[src/rtl/rom_fetch_unit_if.sv]
// Fetch-unit bus: ROM side (CE/ABUS/DBUS), decoder handshake and sequencing controls.
// The master modport is the fetch unit; the slave modport is the ROM/decoder/controller side.
interface rom_fetch_unit_if #(
    parameter int ADDR_W = 4,
    parameter int DATA_W = 8
);
    logic                start;
    logic                halt;
    logic                jmp;
    logic [ADDR_W-1:0]   jmp_addr;
    logic                CE;
    logic [ADDR_W-1:0]   ABUS;
    logic [DATA_W-1:0]   DBUS;
    logic                instr_valid;
    logic                instr_ready;
    logic [DATA_W/2-1:0] opcode;
    logic [DATA_W/2-1:0] operand;
    logic [ADDR_W-1:0]   pc;
    logic                busy;

    modport master (
        input  start, halt, jmp, jmp_addr, DBUS, instr_ready,
        output CE, ABUS, instr_valid, opcode, operand, pc, busy
    );

    modport slave (
        output start, halt, jmp, jmp_addr, DBUS, instr_ready,
        input  CE, ABUS, instr_valid, opcode, operand, pc, busy
    );
endinterface

[src/rtl/rom_fetch_unit.sv]
// Program-ROM fetch controller: owns the PC, runs the CE/ABUS read cycle and
// hands each fetched word to the decoder as opcode/operand over valid/ready.
//
// state  | meaning
// IDLE   | CE high, PC loadable by jmp, waiting for start
// ACCESS | CE low, ABUS=PC, wait counter running until DBUS is sampled
// HOLD   | CE high, instruction presented until the decoder accepts it
module rom_fetch_unit #(
    parameter int ADDR_W   = 4,
    parameter int DATA_W   = 8,
    parameter int WAIT_CYC = 1
) (
    input  logic              clk,
    input  logic              rst_n,
    rom_fetch_unit_if.master  bus
);
    localparam int         HALF    = DATA_W / 2;
    localparam logic [3:0] LP_WAIT = 4'(WAIT_CYC);

    typedef enum logic [1:0] {
        ST_IDLE   = 2'd0,
        ST_ACCESS = 2'd1,
        ST_HOLD   = 2'd2
    } state_t;

    state_t            r_state;
    logic [ADDR_W-1:0] r_pc;
    logic [3:0]        r_cnt;
    logic [HALF-1:0]   r_opcode;
    logic [HALF-1:0]   r_operand;

    state_t            w_state_nxt;
    logic [ADDR_W-1:0] w_pc_nxt;
    logic [3:0]        w_cnt_nxt;
    logic [HALF-1:0]   w_opcode_nxt;
    logic [HALF-1:0]   w_operand_nxt;
    logic              w_ce;
    logic              w_valid;
    logic              w_busy;

    always_ff @(posedge clk) begin
        if (!rst_n) begin
            r_state   <= ST_IDLE;
            r_pc      <= '0;
            r_cnt     <= '0;
            r_opcode  <= '0;
            r_operand <= '0;
        end else begin
            r_state   <= w_state_nxt;
            r_pc      <= w_pc_nxt;
            r_cnt     <= w_cnt_nxt;
            r_opcode  <= w_opcode_nxt;
            r_operand <= w_operand_nxt;
        end
    end

    always_comb begin
        w_state_nxt   = r_state;
        w_pc_nxt      = r_pc;
        w_cnt_nxt     = r_cnt;
        w_opcode_nxt  = r_opcode;
        w_operand_nxt = r_operand;
        w_ce          = 1'b1;
        w_valid       = 1'b0;
        w_busy        = 1'b0;

        case (r_state)
            ST_IDLE: begin
                // A jump issued together with start still lands before the first read.
                if (bus.jmp) begin
                    w_pc_nxt = bus.jmp_addr;
                end
                if (bus.start && !bus.halt) begin
                    w_state_nxt = ST_ACCESS;
                    w_cnt_nxt   = '0;
                end
            end

            ST_ACCESS: begin
                w_ce   = 1'b0;
                w_busy = 1'b1;
                if (r_cnt == LP_WAIT) begin
                    w_opcode_nxt  = bus.DBUS[DATA_W-1:HALF];
                    w_operand_nxt = bus.DBUS[HALF-1:0];
                    w_state_nxt   = ST_HOLD;
                end else begin
                    w_cnt_nxt = r_cnt + 4'd1;
                end
            end

            ST_HOLD: begin
                w_valid = 1'b1;
                w_busy  = 1'b1;
                if (bus.instr_ready) begin
                    w_pc_nxt    = bus.jmp ? bus.jmp_addr : r_pc + ADDR_W'(1);
                    w_cnt_nxt   = '0;
                    w_state_nxt = bus.halt ? ST_IDLE : ST_ACCESS;
                end
            end

            default: begin
                w_state_nxt = ST_IDLE;
            end
        endcase
    end

    assign bus.CE          = w_ce;
    assign bus.ABUS        = r_pc;
    assign bus.pc          = r_pc;
    assign bus.instr_valid = w_valid;
    assign bus.busy        = w_busy;
    assign bus.opcode      = r_opcode;
    assign bus.operand     = r_operand;
endmodule

[src/flat_wrapper.sv]
// flat-port wrapper written by rule: the top's interface ports become plain ports
module rom_fetch_unit_flat 
#(
    parameter int ADDR_W   = 4,
    parameter int DATA_W   = 8,
    parameter int WAIT_CYC = 1
)
  (clk, rst_n, bus_start, bus_halt, bus_jmp, bus_jmp_addr, bus_DBUS, bus_instr_ready, bus_CE, bus_ABUS, bus_instr_valid, bus_opcode, bus_operand, bus_pc, bus_busy);
  rom_fetch_unit_if #(.ADDR_W(ADDR_W), .DATA_W(DATA_W)) bus_i ();
  input  logic clk;
  input  logic rst_n;
  input wire logic [$bits(bus_i.start)-1:0] bus_start;
  input wire logic [$bits(bus_i.halt)-1:0] bus_halt;
  input wire logic [$bits(bus_i.jmp)-1:0] bus_jmp;
  input wire logic [$bits(bus_i.jmp_addr)-1:0] bus_jmp_addr;
  input wire logic [$bits(bus_i.DBUS)-1:0] bus_DBUS;
  input wire logic [$bits(bus_i.instr_ready)-1:0] bus_instr_ready;
  output wire logic [$bits(bus_i.CE)-1:0] bus_CE;
  output wire logic [$bits(bus_i.ABUS)-1:0] bus_ABUS;
  output wire logic [$bits(bus_i.instr_valid)-1:0] bus_instr_valid;
  output wire logic [$bits(bus_i.opcode)-1:0] bus_opcode;
  output wire logic [$bits(bus_i.operand)-1:0] bus_operand;
  output wire logic [$bits(bus_i.pc)-1:0] bus_pc;
  output wire logic [$bits(bus_i.busy)-1:0] bus_busy;
  assign bus_i.start = bus_start;
  assign bus_i.halt = bus_halt;
  assign bus_i.jmp = bus_jmp;
  assign bus_i.jmp_addr = bus_jmp_addr;
  assign bus_i.DBUS = bus_DBUS;
  assign bus_i.instr_ready = bus_instr_ready;
  assign bus_CE = bus_i.CE;
  assign bus_ABUS = bus_i.ABUS;
  assign bus_instr_valid = bus_i.instr_valid;
  assign bus_opcode = bus_i.opcode;
  assign bus_operand = bus_i.operand;
  assign bus_pc = bus_i.pc;
  assign bus_busy = bus_i.busy;
  rom_fetch_unit #(.ADDR_W(ADDR_W), .DATA_W(DATA_W), .WAIT_CYC(WAIT_CYC)) u_core (.clk(clk), .rst_n(rst_n), .bus(bus_i));
endmodule
[config.mk]
export PLATFORM = sky130hd
export DESIGN_NAME = rom_fetch_unit_flat
export DESIGN_NICKNAME = d
export VERILOG_FILES = /design/src/rtl/rom_fetch_unit_if.sv /design/src/rtl/rom_fetch_unit.sv /design/src/flat_wrapper.sv
export SDC_FILE = /design/constraint.sdc
export NUM_CORES = 1
export LEC_CHECK = 0
export CORE_MARGIN = 8
export CORE_UTILIZATION = 30
export CTS_BUF_LIST = sky130_fd_sc_hd__clkbuf_2 sky130_fd_sc_hd__clkbuf_4 sky130_fd_sc_hd__clkbuf_8
export CTS_CLUSTER_DIAMETER = 30
export DETAILED_ROUTE_END_ITERATION = 10
export GPL_TIMING_DRIVEN = 0
export SYNTH_ARGS = -nofsm -noshare
export SYNTH_HDL_FRONTEND = slang
export SYNTH_SLANG_ARGS = --single-unit
[constraint.sdc]
create_clock -name clk -period 1.9 [get_ports clk]
set_clock_uncertainty 0.05 [all_clocks]
set_input_delay 0.38 -clock clk [delete_from_list [all_inputs] [get_ports clk]]
set_output_delay 0.38 -clock clk [all_outputs]
set_load 0.03 [all_outputs]
## Word-level counts from Yosys, hierarchy flattened

Cells that the tools add are included.

- Flip-flop bits (word level): 18
- Bits of input ports: 18

- $add $sub $neg: 2
- Equal/unequal tests: 8
- Multiplexer cells: 16
- Reductions and logical operators: 10

Operators with widths:

| kind | number |
|---|---|
| $mux 4 | 6 |
| $pmux 4 s3 | 1 |
| $add 4x1->4 const B | 2 |
| $pmux 4 s2 | 1 |
| $mux 2 | 3 |
| $ne 2x2->1 const B | 3 |
| $pmux 2 s3 | 1 |
| $reduce_and 3->1 | 2 |
| $eq 4x1->1 const B | 1 |
| $mux 1 | 4 |
| $ne 2x1->1 const B | 2 |
| $reduce_and 4->1 | 1 |
| $reduce_bool 3->1 | 1 |
| $eq 2x1->1 const B | 1 |
| $eq 2x2->1 const B | 1 |
| $logic_not 2->1 | 1 |
| $reduce_and 2->1 | 1 |
| $reduce_bool 2->1 | 1 |
| $reduce_or 2->1 | 1 |
| $logic_and 1x1->1 | 1 |
| $logic_not 1->1 | 1 |

## Logic depth before layout (Yosys ltp)

Gate-level depths: netlist of the first run.

- Word-level depth: 4
- Depth in mapped cells: 7
- Depth with buffers taken out: 6

## Worst setup path after synthesis of the first run

OpenSTA, ideal clock, no wires.

- Kind: register to register
- Start point: register u_core.r_state[0]
- End point: register u_core.r_cnt[3]
- Setup time: 0.075 ns
- Arrival time: 1.828 ns
- Data required time: 1.775 ns
- Path slack: -0.053 ns
- Stages on the path, launching flop included: 6
- Clock period less this slack: 1.953 ns
- Cells stage by stage: dfxtp_1 > inv_1 > ha_1 > a221o_1 > or4_1 > a31oi_1

- Longest elaborated chain between the ends: 3
- Elaborated cells on any way between the ends: 9
- Classes of those cells: eq/ne: 5; mux: 1; reduce/logical: 3

Ends and longest elaborated chain:

| item | RTL line | source |
|---|---|---|
| start, declared | rom_fetch_unit.sv:26 | `state_t r_state;` |
| start signal, assigned | rom_fetch_unit.sv:49 | `r_state <= w_state_nxt;` |
| $eq 2x1->1 (tied with other cells) | rom_fetch_unit.sv:67 | `case (r_state)` |
| $ne 2x2->1 (no source line) (tied with other cells) | - |  |
| $reduce_and 4->1 (no source line) | - |  |
| end signal, assigned | rom_fetch_unit.sv:51 | `r_cnt <= w_cnt_nxt;` |
| end, declared | rom_fetch_unit.sv:28 | `logic [3:0] r_cnt;` |

Several ways; a longest one is shown, not always the timed one.
A chain may end at the register's enable or synchronous reset.

## Worst setup path in the final report of the first run

- Start point: register u_core.r_state[1]
- End point: output port bus_busy

- Longest elaborated chain between the ends: 3
- Elaborated cells on any way between the ends: 4
- Classes of those cells: eq/ne: 2; mux: 1; reduce/logical: 1

Ends and longest elaborated chain:

| item | RTL line | source |
|---|---|---|
| $eq 2x1->1 / $eq 2x2->1 (equally long branches) | rom_fetch_unit.sv:67 |  |
| $reduce_or 2->1 (no source line) * | - |  |
| $mux 1 * | rom_fetch_unit.sv:67 |  |
| end, declared | flat_wrapper.sv:24 | `output wire logic [$bits(bus_i.busy)-1:0] bus_busy;` |

Mark *: on every way between the ends. The rest lies on a longest branch, timed or not.

==> flow_metrics.tcl, run 1 <==
set metrics [dict create \
    mostFrequentLayoutCell "clkdlybuf4s50_1" \
    reg2reg_slack_ps 100 \
    dieArea_sq_um 5320 \
    ir_drop_v 0.000360 \
    cts_sinks 18 \
    synth_top_area_cell "dfxtp_1" \
    path_clk_slew_ps 110 \
    clk_latency_ps 300 \
    hp-start "u_core.bus.operand[2]" \
    dieWidth_um 73.0 \
    drive_gt1_frac 0.137 \
    drv_slew 0 \
    leakage_nw 0.596 \
    cts_root_buffer "clkbuf_4" \
    synthDistinctLibCells 30 \
    timing.rr.end "u_core.r_cnt[3]" \
    whs_ps 411 \
    worst_slew_pin_slew_ps 476 \
    multi_input_area_sq_um 557 \
    ys_seq_elements 18 \
    max_cap_violations 0 \
    port_buffers 36 \
    grt_pass1_wl_um 4110 \
    syn_nets 144 \
    setup_violations 0 \
    cp_slowest_cell "dfxtp_4" \
    drtIter0Drc 68 \
    hold_path_depth 2 \
    ioPinCount 37 \
    powerDensity_nw_per_um2 823 \
    worstSetupStartpoint "u_core.r_state[1]" \
    synth_area_leaders "dfxtp_1 37%, ha_1 10%, nand2_1 8.5%, a21oi_1 6.7%, buf_4 3.1%" \
    antenna_cells 0 \
    holdPathEnd "u_core.bus.operand[2]" \
    critPathArrivalTime_ps 1400 \
    rsz0062_at_grt "no" \
    relSlewSlack 0.680 \
    start_util 0.316 \
    layout_common_cells "26 x clkdlybuf4s50_1, 22 x nand2_1, 16 x dfxtp_1" \
    cp-end-kind "output port" \
    cts_htree_levels 1 \
    core-area_sq_um 3080 \
    yosysSeqAreaShare 0.370 \
    outcome "completed" \
    seqCellArea_sq_um 365 \
    finalHoldViolCount 0 \
    netlist.area_leader.share 0.370 \
    synth_cells 118 \
    gr-total-overflow 0 \
    crit_path_max_incr_delay_ps 380 \
    dp.final_hpwl_um 1970 \
    ant_nets 0 \
    dieHeight_um 73.0 \
    area_growth_pct 50.0 \
    dr_total_vias 977 \
    period_needed_ps 1830 \
    cp-start-kind "register" \
    syn_area_per_cell_sq_um 8.25 \
    grt_max_degree 11 \
    track_usage 0.0949 \
    hold_class "register to register" \
    wl_um 2510 \
    max_freq_ghz 0.548 \
    path_cells "inv_1 > ha_2 > clkdlybuf4s15_1" \
    gp_congestion 0.770 \
    r2r_cells 5 \
    ys_warn_count 0 \
    wl_per_cell_um 12.3 \
    grt_pass1_vias 901 \
    first_pass_iters 5 \
    final_util 0.474 \
    via_per_inst 4.77 \
    ctsHoldBuffers 0 \
    synth_area_sq_um 973 \
    crit_path_max_fanout 4 \
    synth_edf_count 0 \
    cts_tree "built" \
    nNetsFinal 188 \
    cp.required_ps 1470 \
    antenna_found_initial 0 \
    period_share 0.961 \
    synth-async-reset-ratio 0 \
    crit_type "register to output port" \
    drc 0 \
    nFillCells 316 \
    cts_buffers 3 \
    clk_path_buf_depth 2 \
    worstReg2RegStart "u_core.r_state[1]" \
    synth_ff_type "dfxtp_1" \
    fp-row-count 20 \
]
==> worst max-delay path: cells and delay by family (launching register included) <==
kind	cells	cell delay [ps]
buffers and inverters	2	420
DFF	1	380
adders and majority gates	1	300
==> layout make-up <==
class / instances / area share
Timing Repair Buffer: 40 / 0.262
Buffer: 6 / 0.0257
Inverter: 7 / 0.0180
Tap cell: 44 / 0.0377
Multi-Input combinational cell: 86 / 0.381
Sequential cell: 18 / 0.250
Clock buffer: 4 / 0.0249
==> stage by stage <==
step / setup WS, ps / TNS (ps) / total power, mW / instance area [sq um] / cells
finish: 73.6 / 0 / 1.20 / 1460 / 205
floorplan: 54.9 / 0 / 0.767 / 976 / 118
global route: 7.09 / 0 / 1.28 / 1460 / 205
global placement: -217 / -715 / 0.946 / 1390 / 198
CTS: 26.2 / 0 / 1.19 / 1430 / 203
detailed placement: -256 / -793 / 0.953 / 1390 / 198
==> cells by family after synthesis <==
logic type / count (synthesis) / synth area share
adder cells (fa/ha/maj): 8 / 0.103
AND/OR/NAND/NOR: 47 / 0.249
AO/OA/AOI/OAI: 29 / 0.186
buffers and inverters: 14 / 0.0694
flip-flops: 18 / 0.370
multiplexers: 2 / 0.0219
==> what timing repair did <==
action                                  CTS  global route
pin swaps                                 1             1
endpoints found under the setup margin   11            12
gates resized for setup                  16             5
setup buffers                             1             3
cloned                                    0             0
==> state kept, by name (all words and copies together), names as in the netlist <==
name,count
u_core.r_cnt,4
u_core.r_state,2
u_core.bus.opcode,4
u_core.bus.ABUS,4
u_core.bus.operand,4
==> how the worst max path moves through the flow <==
stage / end / slack [ps] / cells after the start
after global routing: bus_CE / 7 / 4
after CTS: u_core.r_cnt[3] / 30 / 5
after detailed placement: u_core.r_cnt[3] / -260 / 5
after global placement: u_core.r_cnt[3] / -220 / 5
after floorplan: u_core.r_cnt[3] / 50 / 5
final: bus_busy / 70 / 3
==> cell usage after synthesis (2+ instances only) <==
| library cell | count |
|---|---|
| nand2_1 | 22 |
| dfxtp_1 | 18 |
| a21oi_1 | 13 |
| ha_1 | 8 |
| inv_1 | 6 |
| nand3_1 | 5 |
| buf_4 | 4 |
| nand2b_1 | 4 |
| a211oi_1 | 3 |
| a31oi_1 | 3 |
| and2_1 | 3 |
| clkbuf_1 | 3 |
| nor2_1 | 3 |
| or4_1 | 3 |
| nor3_1 | 2 |
| o211ai_1 | 2 |
| o21ai_0 | 2 |
| o31ai_1 | 2 |
==> power by group <==
group	total (mW)	internal, mW	switching, mW
combinational	0.519	0.227	0.292
sequential	0.442	0.411	0.0313
clock	0.240	0.117	0.124
==> per-layer routing <==
metal / global-route usage / routed length (um)
met3: 0.0206 / 125
met4: 0.0556 / 48
met1: 0.108 / 1080
met5: 0 / 0
met2: 0.158 / 1260
(Power assumes the default switching activity.)
==> run 2, diff against run 1 <==
- DONT_BUFFER_PORTS: unset -> 1
==> run 2 against run 1 <==
Maximum frequency grew 1.3%. Wire length is 9.3% lower. Sequential power rose by 11%. Register-to-register slack about the same. Combinational power is 24% lower. Largest power group is now registers. Highest routed layer unchanged.
==> flow_metrics.tcl, run 2 (synthesis results as in run 1) <==
set metrics [dict create \
    outcome "completed" \
    fin_area_sq_um 1130 \
    dp.final_hpwl_um 1750 \
    max_cap_violations 0 \
    worst_slew_pin_slew_ps 476 \
    p_int_mw 0.689 \
    dp_slack_ps -71.3 \
    multi_input_area_sq_um 577 \
    via_per_inst 4.82 \
    cp_top_family "compound AO/OA/AOI/OAI gates" \
    reg2reg_slack_ps 100 \
    max_freq_ghz 0.555 \
    cts_buffers 3 \
    layout_common_cells "22 x nand2_1, 16 x dfxtp_1, 13 x a21oi_1" \
    start_util 0.316 \
    cts_htree_levels 1 \
    crit_type "register to register" \
    rsz0062_at_grt "yes" \
    crit_path_max_fanout 6 \
    crit_path_max_incr_delay_ps 430 \
    period_needed_ps 1800 \
    gr-total-overflow 0 \
    gp_congestion 0.807 \
    grt_pass1_vias 849 \
    clk_path_buf_depth 2 \
    powerDensity_nw_per_um2 1010 \
    hold_class "input port to register" \
    switching_share 0.391 \
    nNetsFinal 151 \
    wl_per_cell_um 13.6 \
    grt_pass1_wl_um 3780 \
    path_cells "inv_1 > ha_4 > a221o_1 > buf_4 > buf_4 > o211ai_1 > o31ai_1" \
    p_clk_frac 0.219 \
    clk_latency_ps 300 \
    nFillCells 320 \
    ir_drop_v 0.000253 \
    dieHeight_um 73.0 \
    leakage_nw 0.405 \
    ctsHoldBuffers 0 \
    ioPinCount 37 \
    relSlewSlack 0.682 \
    port_buffers 0 \
    mostFrequentLayoutCell "nand2_1" \
    finalHoldViolCount 0 \
    critPathArrivalTime_ps 1950 \
    postPlaceCellArea_sq_um 1030 \
    setup_violations 0 \
    drv_slew 0 \
    drtIter0Drc 36 \
    wl_um 2280 \
    area_growth_pct 15.7 \
    p_comb_frac 0.348 \
    seq_power_share 0.433 \
    fp-row-count 20 \
    cp-start-kind "register" \
    dieArea_sq_um 5320 \
    core-area_sq_um 3080 \
    path_clk_slew_ps 110 \
    final_util 0.366 \
    dieWidth_um 73.0 \
    grt_max_degree 11 \
    cp.required_ps 2050 \
    ant_nets 0 \
    cts_tree "built" \
    drc 0 \
    crit_buf_inv 3 \
    antenna_cells 0 \
    drive_gt1_frac 0.161 \
    worst_slack_ps 96.9 \
    first_pass_iters 3 \
    cp-end-kind "register" \
    period_share 0.949 \
    track_usage 0.0898 \
    antenna_found_initial 0 \
    cts_sinks 18 \
    cp_slowest_cell "a221o_1" \
    crit_top_cell "buf_4" \
    cts_root_buffer "clkbuf_4" \
    net-switching-power_mw 0.443 \
    dr_total_vias 810 \
    seqCellArea_sq_um 368 \
]
[run 2: repair_timing]
item,in CTS,in global routing
pin swaps,1,4
setup endpoints to repair,3,13
setup buffers,1,2
endpoints found under the hold margin,0,0
gates cloned,0,0
resized for setup,3,7
[run 2: layout make-up]
cell class / instances / area share
buffer: 6 / 0.0333
multi-input combinational: 86 / 0.512
timing repair buffer: 3 / 0.0200
tap: 44 / 0.0489
inverter: 7 / 0.0267
sequential: 18 / 0.327
clock buffer: 4 / 0.0322
[run 2: power groups by stage]
stage          Clock (mW)  Sequential (mW)  Combinational, mW
2_1_floorplan           0            0.485              0.282
3_3_place_gp            0            0.493              0.327
3_5_place_dp            0            0.496              0.331
4_1_cts             0.252            0.489              0.350
5_1_grt             0.268            0.499              0.437
6_report            0.248            0.490              0.394
[run 2: routing by layer]
layer	global-route usage	up-vias	part of all wire
li1	-	422	-
met1	0.0861	362	0.38
met2	0.155	21	0.51
met3	0.0275	5	0.077
met4	0.0733	0	0.029
met5	0	-	0
[run 2: final timing paths]
check | endpoint | start | cells past startpoint
max | u_core.r_cnt[2] | u_core.r_state[0] | 7
min | u_core.bus.opcode[2] | bus_DBUS[6] | 2
max reg2reg | u_core.r_cnt[2] | u_core.r_state[0] | 7
min reg2reg | u_core.r_cnt[3] | u_core.r_cnt[3] | 2
[run 2: through the flow]
stage,TNS (ps),instances,power (mW),hold slack (ps)
6_report,0,168,1.13,148
2_1_floorplan,0,118,0.767,438
4_1_cts,0,167,1.09,148
3_3_place_gp,-33.8,162,0.820,453
3_5_place_dp,-76.4,162,0.827,465
5_1_grt,-21.3,168,1.20,132
[run 2: worst register-to-register path, stage by stage (launching register included)]
cell	delay (ps)
dfxtp_4	370
inv_1	80
ha_4	220
a221o_1	430
buf_4	160
buf_4	130
o211ai_1	160
o31ai_1	90
